## config.mk

```make
export PLATFORM = sky130hd
export DESIGN_NAME = ec_dec_renorm
export DESIGN_NICKNAME = d
export VERILOG_FILES = /design/src/rtl/ec_dec_renorm_pkg.sv /design/src/rtl/ec_dec_renorm_leading_zero.sv /design/src/rtl/ec_dec_renorm.sv
export SDC_FILE = /design/constraint.sdc
export NUM_CORES = 1
export LEC_CHECK = 0
export CAP_MARGIN = 20
export CORE_UTILIZATION = 25
export CTS_CLUSTER_SIZE = 28
export DETAILED_ROUTE_END_ITERATION = 12
export HOLD_SLACK_MARGIN = 0.06
export PLACE_DENSITY = 0.41
export SYNTH_ARGS = -nofsm -noshare
export SYNTH_HDL_FRONTEND = slang
export SYNTH_SLANG_ARGS = --single-unit
```

## constraint.sdc

```tcl
create_clock -name clk -period 6.65 [get_ports clk]
set_clock_uncertainty 0.2 [all_clocks]
set_input_delay 1.33 -clock clk [delete_from_list [all_inputs] [get_ports clk]]
set_output_delay 1.33 -clock clk [all_outputs]
set_load 0.02 [all_outputs]
```

## src/rtl/ec_dec_renorm_pkg.sv

```systemverilog
// Shared constants and state encoding for the arithmetic-decoder
// renormalization/refill block.
package ec_dec_renorm_pkg;

    localparam int DATA_16    = 16;   // rng width
    localparam int WIN_SIZE   = 32;   // dif window width
    localparam int CNT_SIZE   = 16;   // signed bit-count width
    localparam int D_SIZE     = 4;    // normalization shift width
    localparam int WIN_OFFSET = 24;   // window offset used to place a new byte

    // Bit count forced once the stream is exhausted, large enough that no
    // further refill is ever requested.
    localparam logic [CNT_SIZE-1:0] LOTS_OF_BITS = 16'h4000;

    localparam logic [DATA_16-1:0]         INIT_RNG = 16'h8000;
    localparam logic signed [CNT_SIZE-1:0] INIT_CNT = -16'sd15;
    localparam logic [WIN_SIZE-1:0]        INIT_DIF = {1'b0, {(WIN_SIZE-1){1'b1}}};

    // Free space at the bottom of the window is WIN_SLACK - cnt.
    localparam logic signed [CNT_SIZE-1:0] WIN_SLACK = CNT_SIZE'(WIN_SIZE - WIN_OFFSET);

    typedef enum logic [1:0] {
        ST_IDLE   = 2'd0,
        ST_NORM   = 2'd1,
        ST_REFILL = 2'd2,
        ST_DONE   = 2'd3
    } state_t;

endpackage

```

## src/rtl/ec_dec_renorm_leading_zero.sv

```systemverilog
// Leading-zero count of the range register; gives the normalization
// shift d. An all-zero input yields 0 (never presented in practice).
module leading_zero #(
    parameter int RANGE_SIZE = 16,
    parameter int D_SIZE_LZC = 4
) (
    input  logic [RANGE_SIZE-1:0] i_rng,
    output logic [D_SIZE_LZC-1:0] o_d
);

    // Scan from LSB upward so the highest set bit writes last and wins.
    always_comb begin
        o_d = '0;
        for (int i = 0; i < RANGE_SIZE; i++) begin
            if (i_rng[i]) begin
                o_d = D_SIZE_LZC'(RANGE_SIZE - 1 - i);
            end
        end
    end

endmodule

```

## src/rtl/ec_dec_renorm.sv

```systemverilog
// Arithmetic-decoder renormalization: shifts rng/dif up after each symbol,
// then refills the dif window one compressed byte per cycle until the
// window has no room for another byte (or the stream has ended).
//
// Handshakes: every interface transfers on a cycle where its valid and
// ready are both high at the clock edge. in_ready is high only in IDLE,
// out_valid only in DONE, and byte_ready only in REFILL while a byte fits
// and the stream has not ended; valid never depends on ready.
module ec_dec_renorm
    import ec_dec_renorm_pkg::*;
(
    input  logic                clk,
    input  logic                reset,
    input  logic                init,
    input  logic                norm_valid,
    output logic                in_ready,
    input  logic [WIN_SIZE-1:0] in_dif,
    input  logic [DATA_16-1:0]  in_rng,
    input  logic                byte_valid,
    input  logic [7:0]          byte_data,
    input  logic                byte_last,
    output logic                byte_ready,
    output logic                out_valid,
    input  logic                out_ready,
    output logic [WIN_SIZE-1:0] out_dif,
    output logic [DATA_16-1:0]  out_rng,
    output logic [CNT_SIZE-1:0] out_cnt,
    output logic [1:0]          dbg_state
);

    state_t                      r_state;
    logic [WIN_SIZE-1:0]         r_dif;
    logic [DATA_16-1:0]          r_rng;
    logic signed [CNT_SIZE-1:0]  r_cnt;
    logic                        r_eos;

    logic [WIN_SIZE-1:0]         r_out_dif;
    logic [DATA_16-1:0]          r_out_rng;
    logic signed [CNT_SIZE-1:0]  r_out_cnt;

    logic [D_SIZE-1:0]           w_d;
    logic [WIN_SIZE-1:0]         w_dif_inc;
    logic [WIN_SIZE-1:0]         w_dif_norm;
    logic [DATA_16-1:0]          w_rng_norm;
    logic signed [CNT_SIZE-1:0]  w_cnt_norm;
    logic signed [CNT_SIZE-1:0]  w_s;
    logic [WIN_SIZE-1:0]         w_byte_ext;
    logic [WIN_SIZE-1:0]         w_dif_byte;
    logic signed [CNT_SIZE-1:0]  w_cnt_byte;
    logic signed [CNT_SIZE-1:0]  w_s_byte;
    logic                        w_s_neg;
    logic                        w_s_byte_neg;
    logic                        w_take_ok;

    leading_zero #(
        .RANGE_SIZE (DATA_16),
        .D_SIZE_LZC (D_SIZE)
    ) u_lzc (
        .i_rng (r_rng),
        .o_d   (w_d)
    );

    // Normalization: dif shifts in ones from the bottom, hence the +1/-1.
    assign w_dif_inc  = r_dif + WIN_SIZE'(1);
    assign w_dif_norm = (w_dif_inc << w_d) - WIN_SIZE'(1);
    assign w_rng_norm = r_rng << w_d;
    assign w_cnt_norm = r_cnt - $signed({{(CNT_SIZE-D_SIZE){1'b0}}, w_d});

    // Refill: a byte lands s bits above the window bottom. s never exceeds
    // WIN_SLACK + 15 while cnt stays >= -15, so five shift bits suffice.
    assign w_s          = WIN_SLACK - r_cnt;
    assign w_s_neg      = (w_s < 0);
    assign w_byte_ext   = {{(WIN_SIZE-8){1'b0}}, byte_data};
    assign w_dif_byte   = r_dif ^ (w_byte_ext << w_s[4:0]);
    assign w_cnt_byte   = r_cnt + 16'sd8;
    assign w_s_byte     = WIN_SLACK - w_cnt_byte;
    assign w_s_byte_neg = (w_s_byte < 0);

    assign w_take_ok  = (r_state == ST_REFILL) && !w_s_neg && !r_eos;
    assign byte_ready = w_take_ok && byte_valid;

    assign in_ready  = (r_state == ST_IDLE);
    assign out_valid = (r_state == ST_DONE);
    assign out_dif   = r_out_dif;
    assign out_rng   = r_out_rng;
    assign out_cnt   = r_out_cnt;
    assign dbg_state = r_state;

    // Control FSM and decoder state; output registers load on entry to DONE
    // and otherwise hold their last values.
    always_ff @(posedge clk) begin
        if (reset) begin
            r_state   <= ST_IDLE;
            r_dif     <= '0;
            r_rng     <= '0;
            r_cnt     <= '0;
            r_eos     <= 1'b0;
            r_out_dif <= '0;
            r_out_rng <= '0;
            r_out_cnt <= '0;
        end else begin
            case (r_state)
                ST_IDLE: begin
                    if (init) begin
                        r_dif   <= INIT_DIF;
                        r_rng   <= INIT_RNG;
                        r_cnt   <= INIT_CNT;
                        r_eos   <= 1'b0;
                        r_state <= ST_REFILL;
                    end else if (norm_valid) begin
                        r_dif   <= in_dif;
                        r_rng   <= in_rng;
                        r_state <= ST_NORM;
                    end
                end
                ST_NORM: begin
                    r_dif <= w_dif_norm;
                    r_rng <= w_rng_norm;
                    r_cnt <= w_cnt_norm;
                    if (w_cnt_norm < 0) begin
                        r_state <= ST_REFILL;
                    end else begin
                        r_out_dif <= w_dif_norm;
                        r_out_rng <= w_rng_norm;
                        r_out_cnt <= w_cnt_norm;
                        r_state   <= ST_DONE;
                    end
                end
                ST_REFILL: begin
                    if (w_s_neg) begin
                        r_out_dif <= r_dif;
                        r_out_rng <= r_rng;
                        r_out_cnt <= r_cnt;
                        r_state   <= ST_DONE;
                    end else if (r_eos) begin
                        r_cnt     <= LOTS_OF_BITS;
                        r_out_dif <= r_dif;
                        r_out_rng <= r_rng;
                        r_out_cnt <= LOTS_OF_BITS;
                        r_state   <= ST_DONE;
                    end else if (byte_valid) begin
                        r_dif <= w_dif_byte;
                        r_cnt <= w_cnt_byte;
                        if (byte_last) begin
                            r_eos <= 1'b1;
                        end
                        // Finish right away when the byte just taken filled
                        // the window, saving the re-check cycle.
                        if (w_s_byte_neg) begin
                            r_out_dif <= w_dif_byte;
                            r_out_rng <= r_rng;
                            r_out_cnt <= w_cnt_byte;
                            r_state   <= ST_DONE;
                        end
                    end
                end
                ST_DONE: begin
                    if (out_ready) begin
                        r_state <= ST_IDLE;
                    end
                end
                default: r_state <= ST_IDLE;
            endcase
        end
    end

endmodule

```

# == Word-level counts from Yosys, hierarchy flattened ==
# Cells that the tools add are included.
# word_totals
regBits,131
latch_bits,0
ramBits,0
mem_bits_ro,0
inputBits,63
output_inout_bits,69
word_cells,113
n_memories,0
# op_classes
addsub,6
n_mul,0
div,0
order_cmp,3
eq_ne,13
n_shift,3
n_mux,63
bitwise,1
n_reduce_logical,16
# op_table
operator,count
two-way mux 32 bit,10
two-way mux 16 bit,16
one-hot mux 16 bit (2 select lines),3
one-hot mux 32 bit (3 select lines),1
two-way mux 4 bit,16
one-hot mux 32 bit (2 select lines),1
< comparator 16 x 1 -> 1 bit (second input constant),3
one-hot mux 16 bit (3 select lines),1
adder 32 x 1 -> 32 bit (second input constant),1
<< shifter 32 x 4 -> 32 bit,1
<< shifter 8 x 5 -> 32 bit,1
subtractor 32 x 1 -> 32 bit (second input constant),1
subtractor 5 x 16 -> 16 bit (first input constant),2
bitwise XOR 32 bit,1
adder 16 x 5 -> 16 bit (second input constant),1
<< shifter 16 x 4 -> 16 bit,1
subtractor 16 x 5 -> 16 bit,1
two-way mux 2 bit,7
AND reduction 4 bit,3
!= test 2 bit (second input constant),5
!= test 4 bit (second input constant),2
one-hot mux 2 bit (4 select lines),1
two-way mux 1 bit,6
!= test 3 bit (second input constant),2
12 further kinds,18

# == Logic depth before layout (Yosys ltp) ==
# Gate-level depths: netlist (run 1).
# depth
ltp_word,20
mapped_depth,24
ltp_nobuf,18

# == Hierarchy ==
# Synthesis (run 1) repeated with hierarchy kept, for this count alone.
# unflattened
cells_unflattened,1960
hier_area_um2,13536.7
# modules_own_cells
mod,instances,cells_each,area_each_um2,seq_area_each_um2
ec_dec_renorm,1,1929,13357.8,2622.5
leading_zero,1,31,178.9,0.0

# == Worst setup path after synthesis (run 1) ==
# OpenSTA, ideal clock, no wires.
# synth_timing
path_type,reg2reg
startpoint,register r_rng[13]
endpoint,"register r_out_dif[26], in the netlist out_dif[26]"
arrival_ns,4.576
t_required_ns,6.364
slack_ns,1.789
stages_incl_launch_ff,24
path_buffers,8
period_less_slack_ns,4.861
cell_sequence,dfxtp_1 > buf_6 > or2_1 > a22oi_2 > o21ai_2 > inv_2 > buf_6 > buf_6 > buf_6 > buf_4 > clkbuf_1 > ha_1 > nor2b_1 > o21ai_0 > nand2b_1 > a211oi_1 > nand2_1 > xor2_1 > nand2_1 > a21boi_0 > clkbuf_1 > clkbuf_1 > o21ai_0 > a211oi_1
# synth_between
elab_chain_len,7
elab_cells_between_ends,11
# synth_rtl
element,line,source
from (decl),ec_dec_renorm.sv:33,logic [DATA_16-1:0] r_rng;
from (signal assigned),ec_dec_renorm.sv:112,r_rng <= in_rng;
from (signal assigned),ec_dec_renorm.sv:118,r_rng <= w_rng_norm;
two-way mux 4 bit (*) (3 in series),ec_dec_renorm_leading_zero.sv:15,if (i_rng[i]) begin
subtractor 16 x 5 -> 16 bit / << shifter 32 x 4 -> 32 bit (equally long branches),"ec_dec_renorm.sv:67, ec_dec_renorm.sv:65",
< comparator 16 x 1 -> 1 bit / subtractor 32 x 1 -> 32 bit (equally long branches),"ec_dec_renorm.sv:120, ec_dec_renorm.sv:65",
!= test 2 bit (no line) / two-way mux 32 bit (equally long branches),--,
AND reduction 4 bit (no line) / one-hot mux 32 bit (2 select lines) (equally long branches),--,
to (signal assigned),ec_dec_renorm.sv:123,r_out_dif <= w_dif_norm;
to (signal assigned),ec_dec_renorm.sv:131,r_out_dif <= r_dif;
to (signal assigned),ec_dec_renorm.sv:137,r_out_dif <= r_dif;
to (decl),ec_dec_renorm.sv:37,logic [WIN_SIZE-1:0] r_out_dif;
# Mark *: on every way between the ends. The rest lies on a longest branch, timed or not. The select of a mux whose other input is x is not followed.
# A chain may end at the register's enable or synchronous reset.

# == Worst setup path after layout (run 1) ==
# layout_timing
startpoint,register r_rng[0]
endpoint,"register r_out_dif[21], in the netlist out_dif[21]"
# layout_between
elab_chain_len,20
elab_cells_between_ends,24
# layout_rtl
element,line
two-way mux 4 bit (*) (16 in series),ec_dec_renorm_leading_zero.sv:15
subtractor 16 x 5 -> 16 bit / << shifter 32 x 4 -> 32 bit (equally long branches),"ec_dec_renorm.sv:67, ec_dec_renorm.sv:65"
< comparator 16 x 1 -> 1 bit / subtractor 32 x 1 -> 32 bit (equally long branches),"ec_dec_renorm.sv:120, ec_dec_renorm.sv:65"
!= test 2 bit (no line) / two-way mux 32 bit (equally long branches),--
AND reduction 4 bit (no line) / one-hot mux 32 bit (2 select lines) (equally long branches),--
# Marked as above.

==> flow_summary.yaml, run 1 <==
outcome:
  status: "complete, but fails checks"
  failed_checks: "design-rule violations"
placed_design:
  portBuffers: 131
  hpwl_um: 46620
  place_congestion: 0.9215
logic_synthesis:
  yosys_warnings: 0
  synthTopCellsByArea: "dfxtp_1 20%, nor2_1 6.2%, nand2_1 5.6%"
  ys_seq_elements: 131
  synth_common_cells: "223 x nor2_1, 201 x nand2_1, 146 x a21oi_1"
  yosysMostFrequentCell: "nor2_1"
  synth_cells: 1893
  synthDominantCellAreaShare_pct: 19.58
  synth_edf_count: 0
  yosys.area.top_type: "dfxtp_1"
  yosysSeqAreaShare_pct: 19.58
  netlist_area_um2: 13400
  syn_avg_cell_area_um2: 7.076
  synthArstFlopShare_pct: 0
  synth_nets: 1973
  synthFlopType: "dfxtp_1"
  ys_types: 112
route:
  drt_iter0_markers: 1379
  vias_per_cell: 5.758
  wl_per_cell_um: 24.49
  ant_nets: 0
  routed_wl_um: 63620
  first_pass_iters: 10
  route.detailed.drc: 2
  num_vias: 14960
final_layout:
  fill_cells: 5825
  diodes: 0
  area_growth_pct: 16.90
  finalNetCount: 1977
  drive_gt1_share_pct: 8.168
worst_hold_path:
  hold_depth: 2
  whs_endpoint: "out_cnt[6]$_SDFFE_PP0P_"
  hp-start: "out_cnt[6]$_SDFFE_PP0P_"
  hold_path.class: "reg2reg"
global_route:
  grt_antenna_before_repair: 0
  grt_pass1_vias: 14114
  grt_pass1_wl_um: 95230
  overflow: 0
  track_usage_pct: 23.22
  grt_max_degree: 95
cts:
  cts-root-buf: "clkbuf_16"
  post_cts_buffers: 0
  tritoncts: "done"
  cts_buffers: 17
  htree_levels: 4
  postCtsHoldBufs: 0
  clock-sinks: 131
  cts_resized: 0
  cts_buffer_depth: 2
  clkSlewWorstSetupHoldPaths_ns: 0.07
  clk_latency_ns: 0.46
job:
  max_cap_violations: 0
worst_setup_path:
  crit_type: "reg2reg"
  worstPathArrival_ns: 5.41
  cp_max_fo: 27
  r2r_cells: 14
  r2r_end: "out_dif[21]$_SDFFE_PP0P_"
  r2r_slack_ns: 1.34
  crit_path_start_kind: "flop"
  required_ns: 6.75
  rr_startpoint: "r_rng[0]$_SDFFE_PP0P_"
  end_kind: "flop"
  crit_path_top_delay_cell: "nor4_1"
  path_cells: "nor4_1 -> o21ai_1 -> and2_1 -> inv_2 -> buf_4 -> nand2_1 -> o32ai_2 -> a21oi_1 -> a311oi_2 -> nand2_1 -> nor2_4 -> a41oi_1 -> o311ai_0 -> a21oi_1"
  critPathMaxStageDelay_ns: 0.71
timing:
  hold_viol: 0
  worst_pin_slew_ns: 1.145
  final_max_slew_viol_count: 0
  relSlewSlack_pct: 22.87
  tns_ns: 0
  finalCritPeriodShare_pct: 79.84
  rsz0062_at_grt: "no"
  fmax_ghz: 0.1883
  finalSetupViolCount: 0
  finalCriticalPeriod_ns: 5.310
floorplan:
  die-area_um2: 54510
  start_util_pct: 25.39
  die_x_um: 233.5
  core_region_area_um2: 52760
  rows: 84
  fp.dieH_um: 233.5
  pin_count: 132
registers in the layout, indices dropped and copies added (netlist names):
signal,count
out_dif,32
r_dif,32
out_cnt,16
out_rng,16
r_cnt,16
r_rng,16
dbg_state,2
r_eos,1
routing by layer:
metal  routed length (um)  global-route usage, %  part of all wire (%)  vias up
met2                28890                  36.51                    45      576
met5                    0                      0                     0        -
li1                     -                      -                     -     7037
met1                29640                  32.77                    47     7283
met3                 3692                  3.076                   5.8       64
met4                 1400                  6.595                   2.2        0
placed cells by master (no fill, tap or decap), drive strengths merged, types with 14 or more instances in the layout:
master / Yosys / layout
nor2: 226 / 226
nand2: 202 / 202
a21oi: 148 / 148
dfxtp: 131 / 131
clkdlybuf4s50: 0 / 130
o21ai: 104 / 104
nor3: 79 / 79
nand3: 78 / 78
xnor2: 67 / 67
xor2: 56 / 56
o211ai: 55 / 55
a211oi: 53 / 53
mux2i: 49 / 49
buf: 72 / 42
nand4: 37 / 37
inv: 28 / 35
a31oi: 32 / 32
a22oi: 25 / 25
a221oi: 24 / 24
nor4: 23 / 23
and3: 20 / 20
o22ai: 19 / 19
clkbuf: 115 / 17
ha: 16 / 16
a32oi: 14 / 14
and4: 14 / 14
a311oi: 14 / 14
how the worst max path moves through the flow:
stage	start	end	slack [ns]
finish	r_rng[0]$_SDFFE_PP0P_	out_dif[21]$_SDFFE_PP0P_	1.34
global route	r_rng[15]$_SDFFE_PP0P_	out_dif[27]$_SDFFE_PP0P_	1.14
CTS	r_rng[0]$_SDFFE_PP0P_	out_dif[21]$_SDFFE_PP0P_	1.43
detailed placement	r_rng[0]$_SDFFE_PP0P_	out_dif[21]$_SDFFE_PP0P_	1.48
global placement	r_rng[0]$_SDFFE_PP0P_	out_dif[21]$_SDFFE_PP0P_	1.41
floorplan	r_rng[13]$_SDFFE_PP0P_	out_dif[26]$_SDFFE_PP0P_	1.79
area by class of cell:
class / instances / area, um2 / area share [%]
Clock buffer: 17 / 425.4 / 2.717
Inverter: 28 / 105.1 / 0.6712
Clock inverter: 15 / 170.2 / 1.087
Multi-Input combinational cell: 1547 / 9838 / 62.83
Tap cell: 688 / 860.8 / 5.497
Timing Repair Buffer: 172 / 1637 / 10.45
Sequential cell: 131 / 2623 / 16.75
through the flow:
step	utilization, %	std cells	instance area (um2)	worst slack, ns	hold slack [ns]
finish	29.68	2598	15660	1.340	0.2585
global route	29.68	2598	15660	1.139	0.2788
CTS	29.66	2597	15650	1.431	0.2635
detailed placement	28.54	2565	15060	1.478	0.2445
global placement	28.51	2564	15040	1.411	0.2469
floorplan	-	1893	13400	1.789	0.3165
cell families (layout without fill, tap and decap cells):
group | Yosys count | count (layout) | synth area share, %
AOI/OAI and AO/OA | 595 | 595 | 30.80
DFF | 131 | 131 | 19.58
and+or+nand+nor | 756 | 756 | 28.04
adders and majority gates | 17 | 17 | 1.644
xor gates and xnor gates | 123 | 123 | 8.042
buffers and inverters | 215 | 232 | 7.388
muxes | 56 | 56 | 4.511
critical path: cells and delay by family (launching register included):
| family | cells | cell delay [ns] |
|---|---|---|
| compound gates | 7 | 2.16 |
| simple gates | 5 | 1.83 |
| buf+inv | 2 | 0.52 |
| flops | 1 | 0.40 |
Power of run 1 is left out: the tool's default activity adds up to more than one toggle a clock period on the data nets, which glitch-free logic cannot reach.
==> run 2: changes to the inputs <==
Settings changed: PLACE_DENSITY 0.41 to 0.43.
Clock period 6.65 ns to 4.6 ns, I/O delays scaled along.
==> run 2 against run 1 <==
- the run now ends clean
- cell count rose by 5.7%
- non-clock buffer count rose by 149
- setup slack got worse by 1.1 ns
- flip-flop and latch count did not move
- critical path type unchanged
==> flow_summary.yaml, run 2 (synthesized netlist as in run 1, its figures left out) <==
outcome:
  status: "completed"
floorplan:
  die-area_um2: 54510
  fp.dieH_um: 233.5
  pin_count: 132
  core_region_area_um2: 52760
  start_util_pct: 25.39
  die_x_um: 233.5
  rows: 84
final_layout:
  final_cell_mix: "221 x nor2_1, 200 x nand2_1, 180 x buf_4, 146 x a21oi_1, 131 x dfxtp_1"
  final_util_pct: 32.02
  drive_gt1_share_pct: 14.91
  fill_cells: 5781
  finalNetCount: 2126
  diodes: 0
  post_layout_nonfiller_instances: 2747
  area_growth_pct: 26.12
  final_common_cell: "nor2_1"
cts:
  cts_buffers: 17
  clkSlewWorstSetupHoldPaths_ns: 0.07
  clock-sinks: 131
  clk_latency_ns: 0.46
  cts_buffer_depth: 2
  cts-root-buf: "clkbuf_16"
  htree_levels: 4
  tritoncts: "done"
  post_cts_buffers: 0
timing:
  relSlewSlack_pct: 30.04
  finalCriticalPeriod_ns: 4.407
  worst_pin_slew_ns: 1.038
  finalCritPeriodShare_pct: 95.81
  setup_slack_ns: 0.1925
  tns_ns: 0
  hold_viol: 0
  rsz0062_at_grt: "no"
  finalSetupViolCount: 0
  final_max_slew_viol_count: 0
  fmax_ghz: 0.2269
worst_setup_path:
  cp_max_fo: 33
  crit_path_start_kind: "flop"
  required_ns: 4.76
  end_kind: "flop"
  worstPathArrival_ns: 4.57
  crit_type: "reg2reg"
global_route:
  grt_max_degree: 83
  grt_pass1_wl_um: 96410
  track_usage_pct: 23.52
  overflow: 0
  grt_antenna_before_repair: 0
  grt_pass1_vias: 14895
placed_design:
  place_congestion: 0.9538
  preCtsSetupSlack_ns: 0.1830
  portBuffers: 131
  hpwl_um: 49240
  placedCellCount: 2714
job:
  max_cap_violations: 0
route:
  routed_wl_um: 64650
  drt_iter0_markers: 1535
  wl_per_cell_um: 23.54
  first_pass_iters: 5
  num_vias: 15783
  vias_per_cell: 5.746
  route.detailed.drc: 0
  ant_nets: 0
worst_hold_path:
  hold_path.class: "reg2reg"
-- run 2: worst max-delay path, cell delays in order (launching register included) --
cell      delay, ns
dfxtp_1        0.41
or2_1          0.32
a22oi_2        0.41
o21ai_4        0.14
inv_2          0.21
buf_12         0.23
o21ai_0        0.19
buf_4          0.19
a222oi_1       0.32
nand3_1        0.36
nand4_4        0.23
nor2_4         0.06
buf_4          0.13
xnor2_1        0.37
a221oi_1       0.17
o41ai_1        0.33
-- run 2: routing by layer --
layer  part of all wire (%)  GRT usage [%]  wire length (um)  up-vias
met4                    3.1          8.543              2005        0
met5                      0              0                 0        -
met2                     45          37.04             29280      642
li1                       -              -                 -     7343
met3                    6.2          2.820              4032      106
met1                     45          32.64             29340     7692
-- run 2: final timing paths --
path              slack (ns)                    start                       to  cells after the start
setup reg to reg        0.19   r_rng[12]$_SDFFE_PP0P_   r_dif[15]$_SDFFE_PP0P_                     15
setup / recovery        0.19   r_rng[12]$_SDFFE_PP0P_   r_dif[15]$_SDFFE_PP0P_                     15
hold / removal          0.26  out_cnt[6]$_SDFFE_PP0P_  out_cnt[6]$_SDFFE_PP0P_                      2
hold reg to reg         0.26  out_cnt[6]$_SDFFE_PP0P_  out_cnt[6]$_SDFFE_PP0P_                      2
-- run 2: cell type report --
class	count	area [um2]	share of cell area [%]
Timing Repair Buffer	321	2870	16.99
Tap cell	688	860.8	5.096
Multi-Input combinational cell	1547	9858	58.35
Sequential cell	131	2623	15.52
Inverter	28	106.4	0.6295
Clock inverter	15	150.1	0.8888
Clock buffer	17	425.4	2.518
-- run 2: through the flow --
step	hold slack [ns]	instance area, um2
after floorplan	0.3165	13400
after global placement	0.2434	16250
after detailed placement	0.2474	16270
after CTS	0.2597	16850
after global routing	0.2746	16890
final	0.2562	16890
-- run 2: repair_timing --
| item | in CTS | in global routing |
|---|---|---|
| pin swaps | 0 | 1 |
| resized for setup | 1 | 7 |
| setup endpoints to repair | 1 | 7 |
| hold buffers | 0 | 0 |
Power of run 2 is left out for the same reason.
==> run 3: changes to the inputs <==
Settings changed: PLACE_DENSITY 0.43 to 0.47.
==> run 3 against run 2 <==
- cell count is 1.5% lower
- global-route usage is 0.064 points lower
- setup slack worse by 0.053 ns
- die area stayed put
- utilization is 0.58 points lower
- wire length hardly changed
- via count hardly changed
- maximum frequency is 1.2% lower
==> flow_summary.yaml, run 3 (synthesized netlist as in run 1, its figures left out) <==
timing:
  final_max_slew_viol_count: 0
  relSlewSlack_pct: 34.79
  fmax_ghz: 0.2242
  finalCriticalPeriod_ns: 4.460
  rsz0062_at_grt: "yes"
  worst_pin_slew_ns: 0.9712
  hold_viol: 0
  finalSetupViolCount: 0
  finalCritPeriodShare_pct: 96.97
route:
  drt_iter0_markers: 1445
  first_pass_iters: 6
  num_vias: 15778
  vias_per_cell: 5.829
  wl_per_cell_um: 23.88
  routed_wl_um: 64640
  ant_nets: 0
  route.detailed.drc: 0
cts:
  clock-sinks: 131
  cts_buffers: 17
  cts_buffer_depth: 2
  cts-root-buf: "clkbuf_16"
  postCtsHoldBufs: 0
  clkSlewWorstSetupHoldPaths_ns: 0.06
  tritoncts: "done"
  htree_levels: 4
  clk_latency_ns: 0.46
global_route:
  grt_antenna_before_repair: 1
  track_usage_pct: 23.45
  overflow: 0
  grt_max_degree: 70
  grt_pass1_wl_um: 97320
  grt_pass1_vias: 15182
final_layout:
  area_growth_pct: 23.84
  multi_input_area_um2: 9877
  drive_gt1_share_pct: 13.57
  regArea_um2: 2630
  final_cell_mix: "221 x nor2_1, 200 x nand2_1, 146 x a21oi_1, 144 x buf_4, 130 x clkdlybuf4s50_1"
  fill_cells: 5764
  final_common_cell: "nor2_1"
  final_util_pct: 31.44
  final_area_um2: 16590
  finalNetCount: 2088
  diodes: 0
worst_hold_path:
  hp-start: "out_dif[1]$_SDFFE_PP0P_"
  whs_endpoint: "out_dif[1]$_SDFFE_PP0P_"
  hold_path.class: "reg2reg"
  hold_depth: 2
placed_design:
  place_congestion: 0.9559
  placed_cell_area_um2: 15970
  hpwl_um: 49260
  portBuffers: 131
job:
  max_cap_violations: 0
floorplan:
  fp.dieH_um: 233.5
  rows: 84
  die_x_um: 233.5
  die-area_um2: 54510
  core_region_area_um2: 52760
  start_util_pct: 25.39
  pin_count: 132
worst_setup_path:
  end_kind: "flop"
  r2r_end: "out_dif[31]$_SDFFE_PP0P_"
  rr_startpoint: "r_rng[0]$_SDFFE_PP0P_"
  r2r_cells: 15
  cp_max_fo: 20
  required_ns: 4.77
  worstPathArrival_ns: 4.63
  crit_type: "reg2reg"
  r2r_slack_ns: 0.14
  crit_path_start_kind: "flop"
outcome:
  status: "completed"
-- run 3: worst max-delay path: stages (launching register included) --
cell	delay (ns)
dfxtp_1	0.44
nor2b_1	0.20
o21ai_2	0.25
a31oi_2	0.23
buf_12	0.22
o21ai_0	0.27
a21boi_0	0.59
o22ai_1	0.21
a211o_1	0.39
nand4_4	0.15
buf_4	0.15
nor2_4	0.05
buf_4	0.17
and3_1	0.22
a2111o_1	0.42
a31oi_1	0.19
-- run 3: repair_timing --
action                                  in CTS  in global routing
pin swaps                                    0                  1
setup buffers                                0                  1
resized for setup                            1                 12
endpoints found under the setup margin       3                 23
-- run 3: metal layers --
| metal | GRT usage, % | vias to the layer above | routed length [um] |
|---|---|---|---|
| met2 | 37.24 | 708 | 29160 |
| met4 | 9.537 | 0 | 2381 |
| met3 | 3.052 | 133 | 4145 |
| met5 | 0 | - | 0 |
| li1 | - | 7258 | - |
| met1 | 31.79 | 7679 | 28950 |
-- run 3: worst max path at each step --
| stage | to | from | cells after the start | slack (ns) |
|---|---|---|---|---|
| floorplan | out_dif[26]$_SDFFE_PP0P_ | r_rng[15]$_SDFFE_PP0P_ | 23 | 0.04 |
| global placement | out_dif[29]$_SDFFE_PP0P_ | r_dif[3]$_SDFFE_PP0P_ | 14 | -0.11 |
| detailed placement | out_dif[29]$_SDFFE_PP0P_ | r_dif[3]$_SDFFE_PP0P_ | 14 | 0.01 |
| CTS | out_dif[29]$_SDFFE_PP0P_ | r_rng[4]$_SDFFE_PP0P_ | 14 | 0.06 |
| global route | out_dif[22]$_SDFFE_PP0P_ | r_rng[0]$_SDFFE_PP0P_ | 13 | -0.03 |
| finish | out_dif[31]$_SDFFE_PP0P_ | r_rng[0]$_SDFFE_PP0P_ | 15 | 0.14 |
-- run 3: area by class of cell --
type	instances	share of cell area [%]
Tap cell	688	5.189
Clock buffer	20	2.693
Timing Repair Buffer	283	15.42
Sequential cell	131	15.85
Multi-Input combinational cell	1547	59.54
Clock inverter	10	0.6713
Inverter	28	0.6336
-- run 3: stage by stage --
stage / instances / hold WS [ns] / worst slack [ns] / TNS [ns]
3_5_place_dp: 2675 / 0.2471 / 0.01155 / 0
3_3_place_gp: 2675 / 0.2454 / -0.1119 / -0.3769
5_1_grt: 2707 / 0.2788 / -0.03155 / -0.04738
6_report: 2707 / 0.2572 / 0.1396 / 0
2_1_floorplan: 1893 / 0.3165 / 0.04071 / 0
4_1_cts: 2705 / 0.2595 / 0.06094 / 0
Power of run 3 is left out for the same reason.
